### config.mk
export PLATFORM = sky130hd
export DESIGN_NAME = spi_flash_responder
export DESIGN_NICKNAME = d
export VERILOG_FILES = /design/src/rtl/spi_flash_responder_pkg.sv /design/src/rtl/spi_pin_sync.sv /design/src/rtl/spi_flash_responder.sv
export SDC_FILE = /design/constraint.sdc
export NUM_CORES = 1
export LEC_CHECK = 0
export ABC_AREA = 1
export CORE_ASPECT_RATIO = 1.25
export CORE_MARGIN = 2
export CORE_UTILIZATION = 30
export DETAILED_ROUTE_END_ITERATION = 12
export SLEW_MARGIN = 0
export SYNTH_ARGS = -nofsm -noshare
export SYNTH_HDL_FRONTEND = slang
export SYNTH_SLANG_ARGS = --single-unit
### constraint.sdc
create_clock -name clk -period 2.8 [get_ports clk]
set_clock_uncertainty 0.2 [all_clocks]
set_input_delay 0.56 -clock clk [delete_from_list [all_inputs] [get_ports clk]]
set_output_delay 0.56 -clock clk [all_outputs]
set_load 0.01 [all_outputs]
### src/rtl/spi_flash_responder_pkg.sv
// Shared opcodes and FSM state encoding for the SPI flash/SRAM responder.
package spi_flash_responder_pkg;

  localparam logic [7:0] SPI_CMD_READ  = 8'h03;
  localparam logic [7:0] SPI_CMD_WRITE = 8'h02;
  localparam logic [7:0] SPI_CMD_RDSR  = 8'h05;

  typedef enum logic [2:0] {
    SPIR_IDLE   = 3'd0,
    SPIR_CMD    = 3'd1,
    SPIR_ADDR   = 3'd2,
    SPIR_READ   = 3'd3,
    SPIR_WRITE  = 3'd4,
    SPIR_STATUS = 3'd5,
    SPIR_IGNORE = 3'd6
  } spir_state_e;

endpackage

### src/rtl/spi_pin_sync.sv
// Synchronizer chains for cs/sclk/mosi plus rise/fall detection on sclk and cs.
module spi_pin_sync #(
  parameter int SYNC_STAGES = 2
) (
  input  logic clk,
  input  logic rst,
  input  logic cs,
  input  logic sclk,
  input  logic mosi,
  output logic cs_s,
  output logic mosi_s,
  output logic sclk_rise,
  output logic sclk_fall,
  output logic cs_rise,
  output logic cs_fall
);

  logic [SYNC_STAGES-1:0] cs_sync_q, cs_sync_d;
  logic [SYNC_STAGES-1:0] sclk_sync_q, sclk_sync_d;
  logic [SYNC_STAGES-1:0] mosi_sync_q, mosi_sync_d;
  logic                   cs_prev_q, cs_prev_d;
  logic                   sclk_prev_q, sclk_prev_d;

  always_comb begin
    cs_sync_d   = {cs_sync_q[SYNC_STAGES-2:0], cs};
    sclk_sync_d = {sclk_sync_q[SYNC_STAGES-2:0], sclk};
    mosi_sync_d = {mosi_sync_q[SYNC_STAGES-2:0], mosi};
    cs_prev_d   = cs_sync_q[SYNC_STAGES-1];
    sclk_prev_d = sclk_sync_q[SYNC_STAGES-1];
  end

  // cs resets to its idle (deasserted) level so no false edge appears after reset
  always_ff @(posedge clk or posedge rst) begin
    if (rst) begin
      cs_sync_q   <= '1;
      sclk_sync_q <= '0;
      mosi_sync_q <= '0;
      cs_prev_q   <= 1'b1;
      sclk_prev_q <= 1'b0;
    end else begin
      cs_sync_q   <= cs_sync_d;
      sclk_sync_q <= sclk_sync_d;
      mosi_sync_q <= mosi_sync_d;
      cs_prev_q   <= cs_prev_d;
      sclk_prev_q <= sclk_prev_d;
    end
  end

  assign cs_s      = cs_sync_q[SYNC_STAGES-1];
  assign mosi_s    = mosi_sync_q[SYNC_STAGES-1];
  assign sclk_rise = sclk_sync_q[SYNC_STAGES-1] & ~sclk_prev_q;
  assign sclk_fall = ~sclk_sync_q[SYNC_STAGES-1] & sclk_prev_q;
  assign cs_rise   = cs_sync_q[SYNC_STAGES-1] & ~cs_prev_q;
  assign cs_fall   = ~cs_sync_q[SYNC_STAGES-1] & cs_prev_q;

endmodule

### src/rtl/spi_flash_responder.sv
// SPI mode-0 target emulating a serial flash/SRAM over an attached byte memory
// (READ 0x03, WRITE 0x02, RDSR 0x05, 24-bit address truncated to ADDR_W).
module spi_flash_responder
  import spi_flash_responder_pkg::*;
#(
  parameter int          ADDR_W      = 10,
  parameter int          SYNC_STAGES = 2,
  parameter logic [7:0]  STATUS_VAL  = 8'h00
) (
  input  logic              clk,
  input  logic              rst,
  input  logic              spi_cs,
  input  logic              spi_sclk,
  input  logic              spi_mosi,
  output logic              spi_miso,
  output logic              spi_miso_oe,
  output logic [ADDR_W-1:0] mem_addr,
  input  logic [7:0]        mem_rdata,
  output logic [7:0]        mem_wdata,
  output logic              mem_we,
  output logic              busy,
  output logic              cmd_err
);

  logic cs_s, mosi_s, sclk_rise, sclk_fall, cs_rise, cs_fall;

  spi_pin_sync #(.SYNC_STAGES(SYNC_STAGES)) u_sync (
    .clk       (clk),
    .rst       (rst),
    .cs        (spi_cs),
    .sclk      (spi_sclk),
    .mosi      (spi_mosi),
    .cs_s      (cs_s),
    .mosi_s    (mosi_s),
    .sclk_rise (sclk_rise),
    .sclk_fall (sclk_fall),
    .cs_rise   (cs_rise),
    .cs_fall   (cs_fall)
  );

  spir_state_e       state_q, state_d;
  logic [4:0]        bit_cnt_q, bit_cnt_d;
  logic [6:0]        rx_q, rx_d;
  logic [ADDR_W-1:0] addr_q, addr_d;
  logic [7:0]        tx_sh_q, tx_sh_d;
  logic [7:0]        tx_buf_q, tx_buf_d;
  logic [ADDR_W-1:0] mem_addr_q, mem_addr_d;
  logic [7:0]        mem_wdata_q, mem_wdata_d;
  logic              mem_we_q, mem_we_d;
  logic              cmd_err_q, cmd_err_d;
  logic              oe_q, oe_d;
  logic              op_wr_q, op_wr_d;
  logic              latch_q, latch_d;
  logic              inc_q, inc_d;
  logic [7:0]        byte_in;
  logic [ADDR_W-1:0] addr_shift;
  logic [ADDR_W-1:0] addr_one;

  assign byte_in    = {rx_q, mosi_s};
  assign addr_shift = {addr_q[ADDR_W-2:0], mosi_s};
  assign addr_one   = {{(ADDR_W-1){1'b0}}, 1'b1};

  always_comb begin
    state_d     = state_q;
    bit_cnt_d   = bit_cnt_q;
    rx_d        = rx_q;
    addr_d      = addr_q;
    tx_sh_d     = tx_sh_q;
    tx_buf_d    = tx_buf_q;
    mem_addr_d  = mem_addr_q;
    mem_wdata_d = mem_wdata_q;
    mem_we_d    = 1'b0;
    cmd_err_d   = 1'b0;
    oe_d        = oe_q;
    op_wr_d     = op_wr_q;
    latch_d     = 1'b0;
    inc_d       = 1'b0;

    // Deferred memory-side actions from the previous clk
    if (latch_q) tx_buf_d = mem_rdata;
    if (inc_q)   mem_addr_d = mem_addr_q + addr_one;

    if (cs_rise) begin
      state_d   = SPIR_IDLE;
      bit_cnt_d = '0;
      oe_d      = 1'b0;
    end else if (state_q == SPIR_IDLE) begin
      if (cs_fall) begin
        state_d   = SPIR_CMD;
        bit_cnt_d = '0;
      end
    end else if (!cs_s && sclk_rise) begin
      rx_d      = byte_in[6:0];
      bit_cnt_d = bit_cnt_q + 5'd1;
      case (state_q)
        SPIR_CMD: begin
          if (bit_cnt_q == 5'd7) begin
            bit_cnt_d = '0;
            case (byte_in)
              SPI_CMD_READ:  begin state_d = SPIR_ADDR;   op_wr_d = 1'b0; end
              SPI_CMD_WRITE: begin state_d = SPIR_ADDR;   op_wr_d = 1'b1; end
              SPI_CMD_RDSR:  state_d = SPIR_STATUS;
              default: begin
                state_d   = SPIR_IGNORE;
                cmd_err_d = 1'b1;
              end
            endcase
          end
        end
        SPIR_ADDR: begin
          addr_d = addr_shift;
          if (bit_cnt_q == 5'd23) begin
            bit_cnt_d  = '0;
            mem_addr_d = addr_shift;
            if (op_wr_q) begin
              state_d = SPIR_WRITE;
            end else begin
              state_d = SPIR_READ;
              latch_d = 1'b1;
            end
          end
        end
        SPIR_READ: begin
          if (bit_cnt_q == 5'd7) begin
            bit_cnt_d  = '0;
            mem_addr_d = mem_addr_q + addr_one;
            latch_d    = 1'b1;
          end
        end
        SPIR_WRITE: begin
          if (bit_cnt_q == 5'd7) begin
            bit_cnt_d   = '0;
            mem_wdata_d = byte_in;
            mem_we_d    = 1'b1;
            inc_d       = 1'b1;
          end
        end
        SPIR_STATUS: begin
          if (bit_cnt_q == 5'd7) bit_cnt_d = '0;
        end
        default: bit_cnt_d = '0;
      endcase
    end else if (!cs_s && sclk_fall &&
                 (state_q == SPIR_READ || state_q == SPIR_STATUS)) begin
      // A fall with no bits counted is a byte boundary: reload instead of shifting
      oe_d = 1'b1;
      if (bit_cnt_q == 5'd0)
        tx_sh_d = (state_q == SPIR_READ) ? tx_buf_q : STATUS_VAL;
      else
        tx_sh_d = {tx_sh_q[6:0], 1'b0};
    end
  end

  always_ff @(posedge clk or posedge rst) begin
    if (rst) begin
      state_q     <= SPIR_IDLE;
      bit_cnt_q   <= '0;
      rx_q        <= '0;
      addr_q      <= '0;
      tx_sh_q     <= '0;
      tx_buf_q    <= '0;
      mem_addr_q  <= '0;
      mem_wdata_q <= '0;
      mem_we_q    <= 1'b0;
      cmd_err_q   <= 1'b0;
      oe_q        <= 1'b0;
      op_wr_q     <= 1'b0;
      latch_q     <= 1'b0;
      inc_q       <= 1'b0;
    end else begin
      state_q     <= state_d;
      bit_cnt_q   <= bit_cnt_d;
      rx_q        <= rx_d;
      addr_q      <= addr_d;
      tx_sh_q     <= tx_sh_d;
      tx_buf_q    <= tx_buf_d;
      mem_addr_q  <= mem_addr_d;
      mem_wdata_q <= mem_wdata_d;
      mem_we_q    <= mem_we_d;
      cmd_err_q   <= cmd_err_d;
      oe_q        <= oe_d;
      op_wr_q     <= op_wr_d;
      latch_q     <= latch_d;
      inc_q       <= inc_d;
    end
  end

  assign spi_miso    = oe_q & tx_sh_q[7];
  assign spi_miso_oe = oe_q;
  assign mem_addr    = mem_addr_q;
  assign mem_wdata   = mem_wdata_q;
  assign mem_we      = mem_we_q;
  assign cmd_err     = cmd_err_q;
  assign busy        = ~cs_s;

endmodule

Word-level counts from Yosys, hierarchy flattened
Index checks and enable logic that the tools add are counted.
{"block": "totals", "ff_bits": 71, "latchBits": 0, "ramBits": 0, "mem_bits_ro": 0, "inputBits": 13, "output_inout_bits": 23, "elab_cells": 116, "mem_count": 0}
{"block": "classes", "n_addsub": 2, "multipliers": 0, "div": 0, "magnitude_cmp": 0, "eq_ne": 15, "n_shift": 0, "muxes": 47, "bitwise_logic": 12, "reduce_logical": 22}
{"operator": "$mux 10", "n": 6}
{"operator": "$mux 5", "n": 6}
{"operator": "$mux 3", "n": 7}
{"operator": "$mux 1", "n": 20}
{"operator": "$pmux 10 s2", "n": 1}
{"operator": "$eq 8x2->1 const B", "n": 2}
{"operator": "$mux 8", "n": 2}
{"operator": "$pmux 3 s2", "n": 2}
{"operator": "$add 10x1->10 const B", "n": 1}
{"operator": "$pmux 5 s2", "n": 1}
{"operator": "$reduce_and 5->1", "n": 2}
{"operator": "$eq 8x3->1 const B", "n": 1}
{"operator": "$ne 4x4->1 const B", "n": 2}
{"operator": "$reduce_and 4->1", "n": 2}
{"operator": "$not 1->1", "n": 7}
{"operator": "$eq 3x2->1 const B", "n": 2}
{"operator": "$eq 3x3->1 const B", "n": 2}
{"operator": "$reduce_and 3->1", "n": 2}
{"operator": "$reduce_and 6->1", "n": 1}
{"operator": "$add 5x1->5 const B", "n": 1}
{"operator": "$and 1x1->1", "n": 5}
{"operator": "$eq 5x3->1 const B", "n": 1}
{"operator": "$eq 5x5->1 const B", "n": 1}
{"operator": "$logic_not 5->1", "n": 1}
{"operator": "15 further kinds", "n": 20}

Logic depth before layout (Yosys ltp)
{"block": "logic_depth", "depth_word": 8, "depth_mapped": 11, "mapped_depth_nobuf": 10}

Cells and area by module
From an unflattened synthesis, not the netlist that was laid out.
{"block": "hier_totals", "hier_cells": 454, "area_unflattened_um2": 3542.1}
{"module": "spi_flash_responder", "instances": 1, "cells_each": 437, "area_each_um2": 3304.4, "seq_area_each_um2": 1576.5}
{"module": "spi_pin_sync", "instances": 1, "cells_each": 17, "area_each_um2": 237.7, "seq_area_each_um2": 203.9}

Worst setup path after synthesis
No wires, ideal clock.
{"block": "synth_path", "path_type": "reg-to-reg", "from": "register u_sync.cs_prev_q", "to": "register mem_wdata_q[0], in the netlist mem_wdata[0]", "setup_ns": 0.118, "arrival_ns": 1.507, "required_time_ns": 2.482, "path_slack_ns": 0.975, "stages_incl_launch_ff": 10, "n_path_buf": 1, "synth_period_minus_slack_ns": 1.825, "path_cell_list": "dfstp_2 -> inv_1 -> ha_1 -> inv_1 -> nand4_1 -> nor2_1 -> nand2_2 -> buf_6 -> nand2_1 -> o21ai_2"}
{"block": "synth_via", "elab_chain_len": 4}
{"item": "start: declaration", "line": "spi_pin_sync.sv:21", "text": "logic cs_prev_q, cs_prev_d;"}
{"item": "start signal: assignment", "line": "spi_pin_sync.sv:44", "text": "cs_prev_q <= cs_prev_d;"}
{"item": "$not 1->1", "line": "spi_pin_sync.sv:53", "text": "assign cs_rise = cs_sync_q[SYNC_STAGES-1] & ~cs_prev_q;"}
{"item": "$and 1x1->1", "line": "spi_pin_sync.sv:53"}
{"item": "$not 1->1 (no line)"}
{"item": "$reduce_and 5->1 (no line)"}
{"item": "end signal: assignment", "line": "spi_flash_responder.sv:178", "text": "mem_wdata_q <= mem_wdata_d;"}
{"item": "end: declaration", "line": "spi_flash_responder.sv:48", "text": "logic [7:0] mem_wdata_q, mem_wdata_d;"}
No other way between the ends.
A chain may end at the register's enable or synchronous reset.

==> results.md <==
* Status: complete, no violations
* Post-CTS Setup Repair Bufs at 0
* Final Instance Count excl. Fillers at 649
* Distinct cells, synth at 30
* Vias in the first global route at 2876
* Syn nets at 462
* Critical path depth at 1
* Layout cell share with drive strength beyond 1 at 11.68%
* Lkg Pwr at around 2.1 nW
* Antenna violations before repair at 0
* Clk sinks at just over 70
* Worst Setup Start Kind: flip-flop
* Cts hold-fix bufs at 0
* # IOs at 36
* Power Density at 686.7 nW/um^2
* Worst-Margin Slew at 476.6 ps
* Die Span Y at 126.3 um
* Full die area at 12850 sq um
* Final hold vios at 0
* Gr usage total at between 10% and 20%
* Setup TNS at 0 ps
* CTS clk-pin slew, worst paths at approximately 60 ps
* ANT nets after route at 0
* Slowest stage delay, CP at 630 ps
* Highest Clock Rate at 424.5 MHz
* Max clock buf depth at 2
* Fill count at between 1000 and 1500
* Register Area at 1780 sq um
* Placed cells at approximately 630
* CTS H-tree depth at 3
* Critical Path RT at 2040 ps
* DR iter-0 viols at 180
* CP Data Arrival Time at ~1600 ps
* Hold crit path type: flip-flop to flip-flop
* Final Slew Violations at 0
* Mean Syn Cell Area at 8.061 sq um
* # resized after CTS at 0
* Final HPWL DP at 5.212 mm
* Setup repair after global routing missed its margin: false
* Die X at 101.8 um
* Seq/Total Area, Yosys at 49.63%
* Total number of vias at 2921
* Setup Crit Path Kind: flip-flop to output pin
* ANT cells at 0
* Setup violations, final at 0
* # port buffers at 35
* Maximum VDD drop at 0.0003378 V
* Syn-to-layout area delta at 22.74%
* Drt pass-1 iters at 5
* Initial Util at 30.88%
* Multi-input gate area at 1546 sq um
* Worst-Skew Late Latency at around 340 ps
* DR WL/cell at 11.48 um
* Tcrit/Tclk final at 84.13%
* Via density at around 4.5
* Fin crit period at around 2400 ps
* Slew HR at 68.23%
* Synth area leader: dfrtp_1
* Yosys top cell area share at 47.44%
* CTS tree: built
* Seq cells post-synth at 71
* Slowest cell on the critical path: dfrtp_1
* CP top delay family: flip-flops
* Post-Syn Area at 3587 sq um
* Core area at 11620 sq um
* WP buf/inv at 1
* CTS root buf: clkbuf_16
* Power Total at 3.024 mW
* Fin area at 4403 sq um
* CTS Buf Count at 9
* CP Capture Type: output pin
* Syn. warnings at 0
* Final wirelength at 7.451 mm
* Reg2reg path depth at 8
* Syn Inst Count at roughly 450
* Largest net degree at the start of global routing at just over 70
* Max_cap viols at 0
* Placer congestion estimate at 0.7820
* Hold Path Depth at 0
* DRC violations left at 0
* Number of cell rows at 44
* First-pass GRT wire length at 13.08 mm
* CP max FO at 13
* Crit-path cells: clkdlybuf4s50_1
* Placement Cell Area at around 4100 sq um
* Area contributors post-synth: dfrtp_1, nand2_1, inv_1, nand3_1, nor2_1
* GRT Residual Overflow at 0
* NumNets Final at between 500 and 600
-- stage by stage --
step	worst slack (ps)	hold slack, ps	utilization, %
after floorplan	248.4	131.2	-
after global placement	773.1	135.3	35.34
after detailed placement	743.1	139.3	35.34
after CTS	410.5	151.3	37.90
after global routing	396.4	153.9	37.90
final	444.3	148.3	37.90
-- where the power goes --
part	switching [mW]	leakage (nW)	internal [mW]
sequential	0.0915	0.960	1.11
clock	0.415	0.151	0.728
combinational	0.468	1.02	0.207
total	0.975	2.13	2.05
-- cells by family after synthesis --
| logic type | Yosys count | synth area share [%] |
|---|---|---|
| simple gates | 242 | 29.09 |
| xor+xnor | 4 | 0.9765 |
| fa+ha+maj | 4 | 1.395 |
| buf+inv | 62 | 7.255 |
| compound gates | 54 | 9.139 |
| flops | 71 | 49.63 |
| mux | 8 | 2.511 |
-- placed cells by master (no fill, tap or decap), types with 2 or more instances in the layout --
cell             netlist  layout
nor3_1                 5       5
dfrtp_1               68      68
clkdlybuf4s50_1        0      35
clkinv_2               0       3
a22oi_1                5       5
xor2_1                 4       4
nand3b_1               2       2
clkbuf_16              0       9
nand4_1                5       5
nor2_2                 2       2
inv_2                  3       4
nand3_1               30      30
dfstp_2                3       3
o21ai_1               14      14
nand2_2                7       7
o21ai_2                9       9
clkbuf_8               0       2
inv_1                 50      49
ha_1                   4       4
a21oi_1                4       4
a21boi_0               2       2
mux2_2                 8       8
nor3_2                 2       2
nand2_1              157     157
nor2_4                 4       4
o21ai_0               17      17
nor2_1                27      27
-- synth_stat cells --
master    instances
a211oi_1          1
a21boi_0          2
a21oi_1           4
a22oi_1           5
buf_2             4
buf_6             3
clkbuf_1          2
dfrtp_1          68
dfstp_2           3
ha_1              4
inv_1            50
inv_2             3
mux2_2            8
nand2_1         157
nand2_2           7
nand3_1          30
nand3_2           1
nand3b_1          2
nand4_1           5
nor2_1           27
nor2_2            2
nor2_4            4
nor3_1            5
nor3_2            2
o211ai_1          1
o21ai_0          17
o21ai_1          14
o21ai_2           9
o22ai_1           1
xor2_1            4
-- metal layers --
metal | GRT usage [%] | routed length [um] | vias up
met3 | 3.108 | 268 | 16
li1 | - | - | 1491
met4 | 6.280 | 204 | 0
met2 | 19.97 | 3486 | 62
met5 | 0 | 0 | -
met1 | 16.28 | 3492 | 1352
-- sequential cells by signal, indices dropped and copies added (netlist names), 2 cells and up --
name                flops
mem_wdata               8
mem_addr               10
addr_q                  9
state_q                 3
u_sync.mosi_sync_q      2
u_sync.sclk_sync_q      2
rx_q                    7
bit_cnt_q               5
u_sync.cs_sync_q        2
tx_sh_q                 8
tx_buf_q                8
-- worst reg2reg max path: stages, from the launching register on --
cell     delay [ps]
dfstp_2         510
inv_1            30
ha_1            220
inv_1           150
nand4_1         180
nor2_1          210
nand3_2         230
nand3_1         160
nand2_1          60
-- path summary, 6_finish.rpt --
path / slack [ps] / endpoint / start
setup reg to reg: 730 / mem_addr[7] / u_sync.cs_prev_q
max in group asynchronous: 1670 / u_sync.cs_sync_q[1] / rst
hold reg to reg: 150 / u_sync.sclk_sync_q[1] / u_sync.sclk_sync_q[0]
min in group asynchronous: 430 / u_sync.mosi_sync_q[0] / rst
hold / removal: 150 / u_sync.sclk_sync_q[1] / u_sync.sclk_sync_q[0]
setup / recovery: 440 / mem_we / inc_q
-- cell type report --
type                    instances  area share [%]
clock buffers                  11           5.740
clock inverters                 4           1.023
inverters                      53           4.518
multi-input cells             312           35.12
flip-flops and latches         71           40.44
well taps                     161           4.575
repair buffers                 37           8.582
Power figures use the tool's default switching activity.
==> RTL edit (same flow settings) <==
`ADDR_W`: 10 -> 9.
--- a/src/rtl/spi_flash_responder.sv
+++ b/src/rtl/spi_flash_responder.sv
@@ -3,7 +3,7 @@
 module spi_flash_responder
   import spi_flash_responder_pkg::*;
 #(
-  parameter int          ADDR_W      = 10,
+  parameter int          ADDR_W      = 9,
   parameter int          SYNC_STAGES = 2,
   parameter logic [7:0]  STATUS_VAL  = 8'h00
 ) (
Interface: changed (resized mem_addr); port bits go from 36 to 35. No check against the original RTL was run, so the function may have changed too.
==> RTL edit against the unedited design <==
  * Total power is 4.2% higher
  * Area after synthesis is 1.2% lower
  * Hold slack worse by 2.4 ps
  * Worst setup slack better by 120 ps
  * Sequential cell count is 2 lower
  * Non-clock buffer count stayed put
  * Final area is 2.0% lower
  * Routed wire length is 2.2% lower
  * Core utilization is 0.58 points lower
  * Sequential share of layout area is 0.34 points lower
==> RTL edit: results (changes against the unedited design) <==
stage;metric;value;unit;change
run_status;status;complete, no violations;;unchanged
finish;largest_reg_flops;9;;was 10
timing;tightestPinTransition;433;ps;was 477 ps
global_routing;grt_pass1_vias;2854;;was 2876
placement;hpwl;5350;um;was 5210 um
routing;drt-total-wl;7290;um;was 7450 um
timing;max_freq;447;MHz;was 425 MHz
power_and_ir_drop;total_leakage_power;2.14;nW;was 2.13 nW
finish;stdcell_count;627;;was 649
placement;place_ws;716;ps;was 743 ps
power_and_ir_drop;peakVddDrop;0.280;mV;was 0.338 mV
setup_path;worst-path-max-fanout;4;;was 13
placement;placedCellCount;612;;was 634
setup_path;reg2reg_to;mem_wdata[4];;was mem_addr[7]
global_routing;grt_max_degree;38;;was 72
hold_path;hold_path_end;u_sync.sclk_sync_q[1];;unchanged
synthesis;yosys-top-cells-count;nand2_1 (164), dfrtp_1 (66), inv_1 (52);;was nand2_1 (157), dfrtp_1 (68), inv_1 (50)
setup_path;crit_end;busy;;was mem_we
finish;fillers;1207;;was 1187
placement;portBuffers;34;;was 35
placement;gp_congestion;0.806;;was 0.782
finish;drive_gt1_share;11.0;%;was 11.7%
setup_path;startpoint;u_sync.cs_sync_q[1];;was inc_q
finish;final_nets;502;;was 501
synthesis;ys_types;29;;was 30
global_routing;grt_pass1_wl;13100;um;about the same
synthesis;avgSynthCellArea;7.93;sq um;was 8.06 sq um
synthesis;yosysSeqAreaShare;48.8;%;was 49.6%
routing;vias;2823;;was 2921
placement;placed_area;4020;sq um;was 4110 sq um
synthesis;syn_nets;464;;was 462
global_routing;grt_use_total;12.9;%;was 12.7%
timing;fin_hold_ws;146;ps;was 148 ps
synthesis;yosys-top-cells-area;dfrtp_1 (47%), nand2_1 (17%), o21ai_0 (5.6%), inv_1 (5.5%), nand3_1 (4.7%);;was dfrtp_1 (47%), nand2_1 (16%), inv_1 (5.2%), nand3_1 (4.2%), nor2_1 (2.8%)
setup_path;timing.critical_path.arrival;1480;ps;was 1600 ps
routing;drt_first_pass_iters;4;;was 5
routing;drtIter0Drc;166;;was 180
==> RTL edit: changes by cell type after synthesis, moves of 5 or more <==
| cell | before | now |
|---|---|---|
| a22oi_1 | 5 | 0 |
| mux2_2 | 8 | 0 |
| o21ai_1 | 14 | 4 |
| o21ai_0 | 17 | 40 |
| nand4_1 | 5 | 0 |
| nand2_1 | 157 | 164 |
==> RTL edit: kinds of logic (layout without fill, tap and decap cells) <==
group,after synthesis,count (layout),synth area share (%)
AO/OA/AOI/OAI,58,58,9.11
flip-flops,69,69,48.8
AND/OR/NAND/NOR,247,247,31.3
buffers and inverters,63,105,7.84
XOR/XNOR,6,6,1.48
adder cells (fa/ha/maj),4,4,1.41
==> RTL edit: final cells by class <==
class	count	area (sq um)	area share, %
flip-flops and latches	69	1730	40.1
inverters	53	201	4.67
well taps	138	173	4.00
multi-input cells	315	1540	35.6
repair buffers	37	375	8.70
clock buffers	11	253	5.86
clock inverters	4	47.5	1.10
==> RTL edit: where the power goes <==
group	internal [mW]	switching, mW
combinational	0.241	0.509
sequential	1.14	0.122
clock	0.729	0.410
total	2.11	1.04
==> RTL edit: worst max-delay path, stage by stage (launching register included) <==
cell and delay (ps):
dfstp_2 540, inv_1 100, clkdlybuf4s50_1 510
==> RTL edit: layer usage <==
layer	share of wire, %	vias to the layer above	GRT usage (%)
met5	0	-	0
met4	1.5	0	4.77
met3	3.7	9	3.86
met2	49	36	20.7
met1	46	1296	16.3
li1	-	1482	-
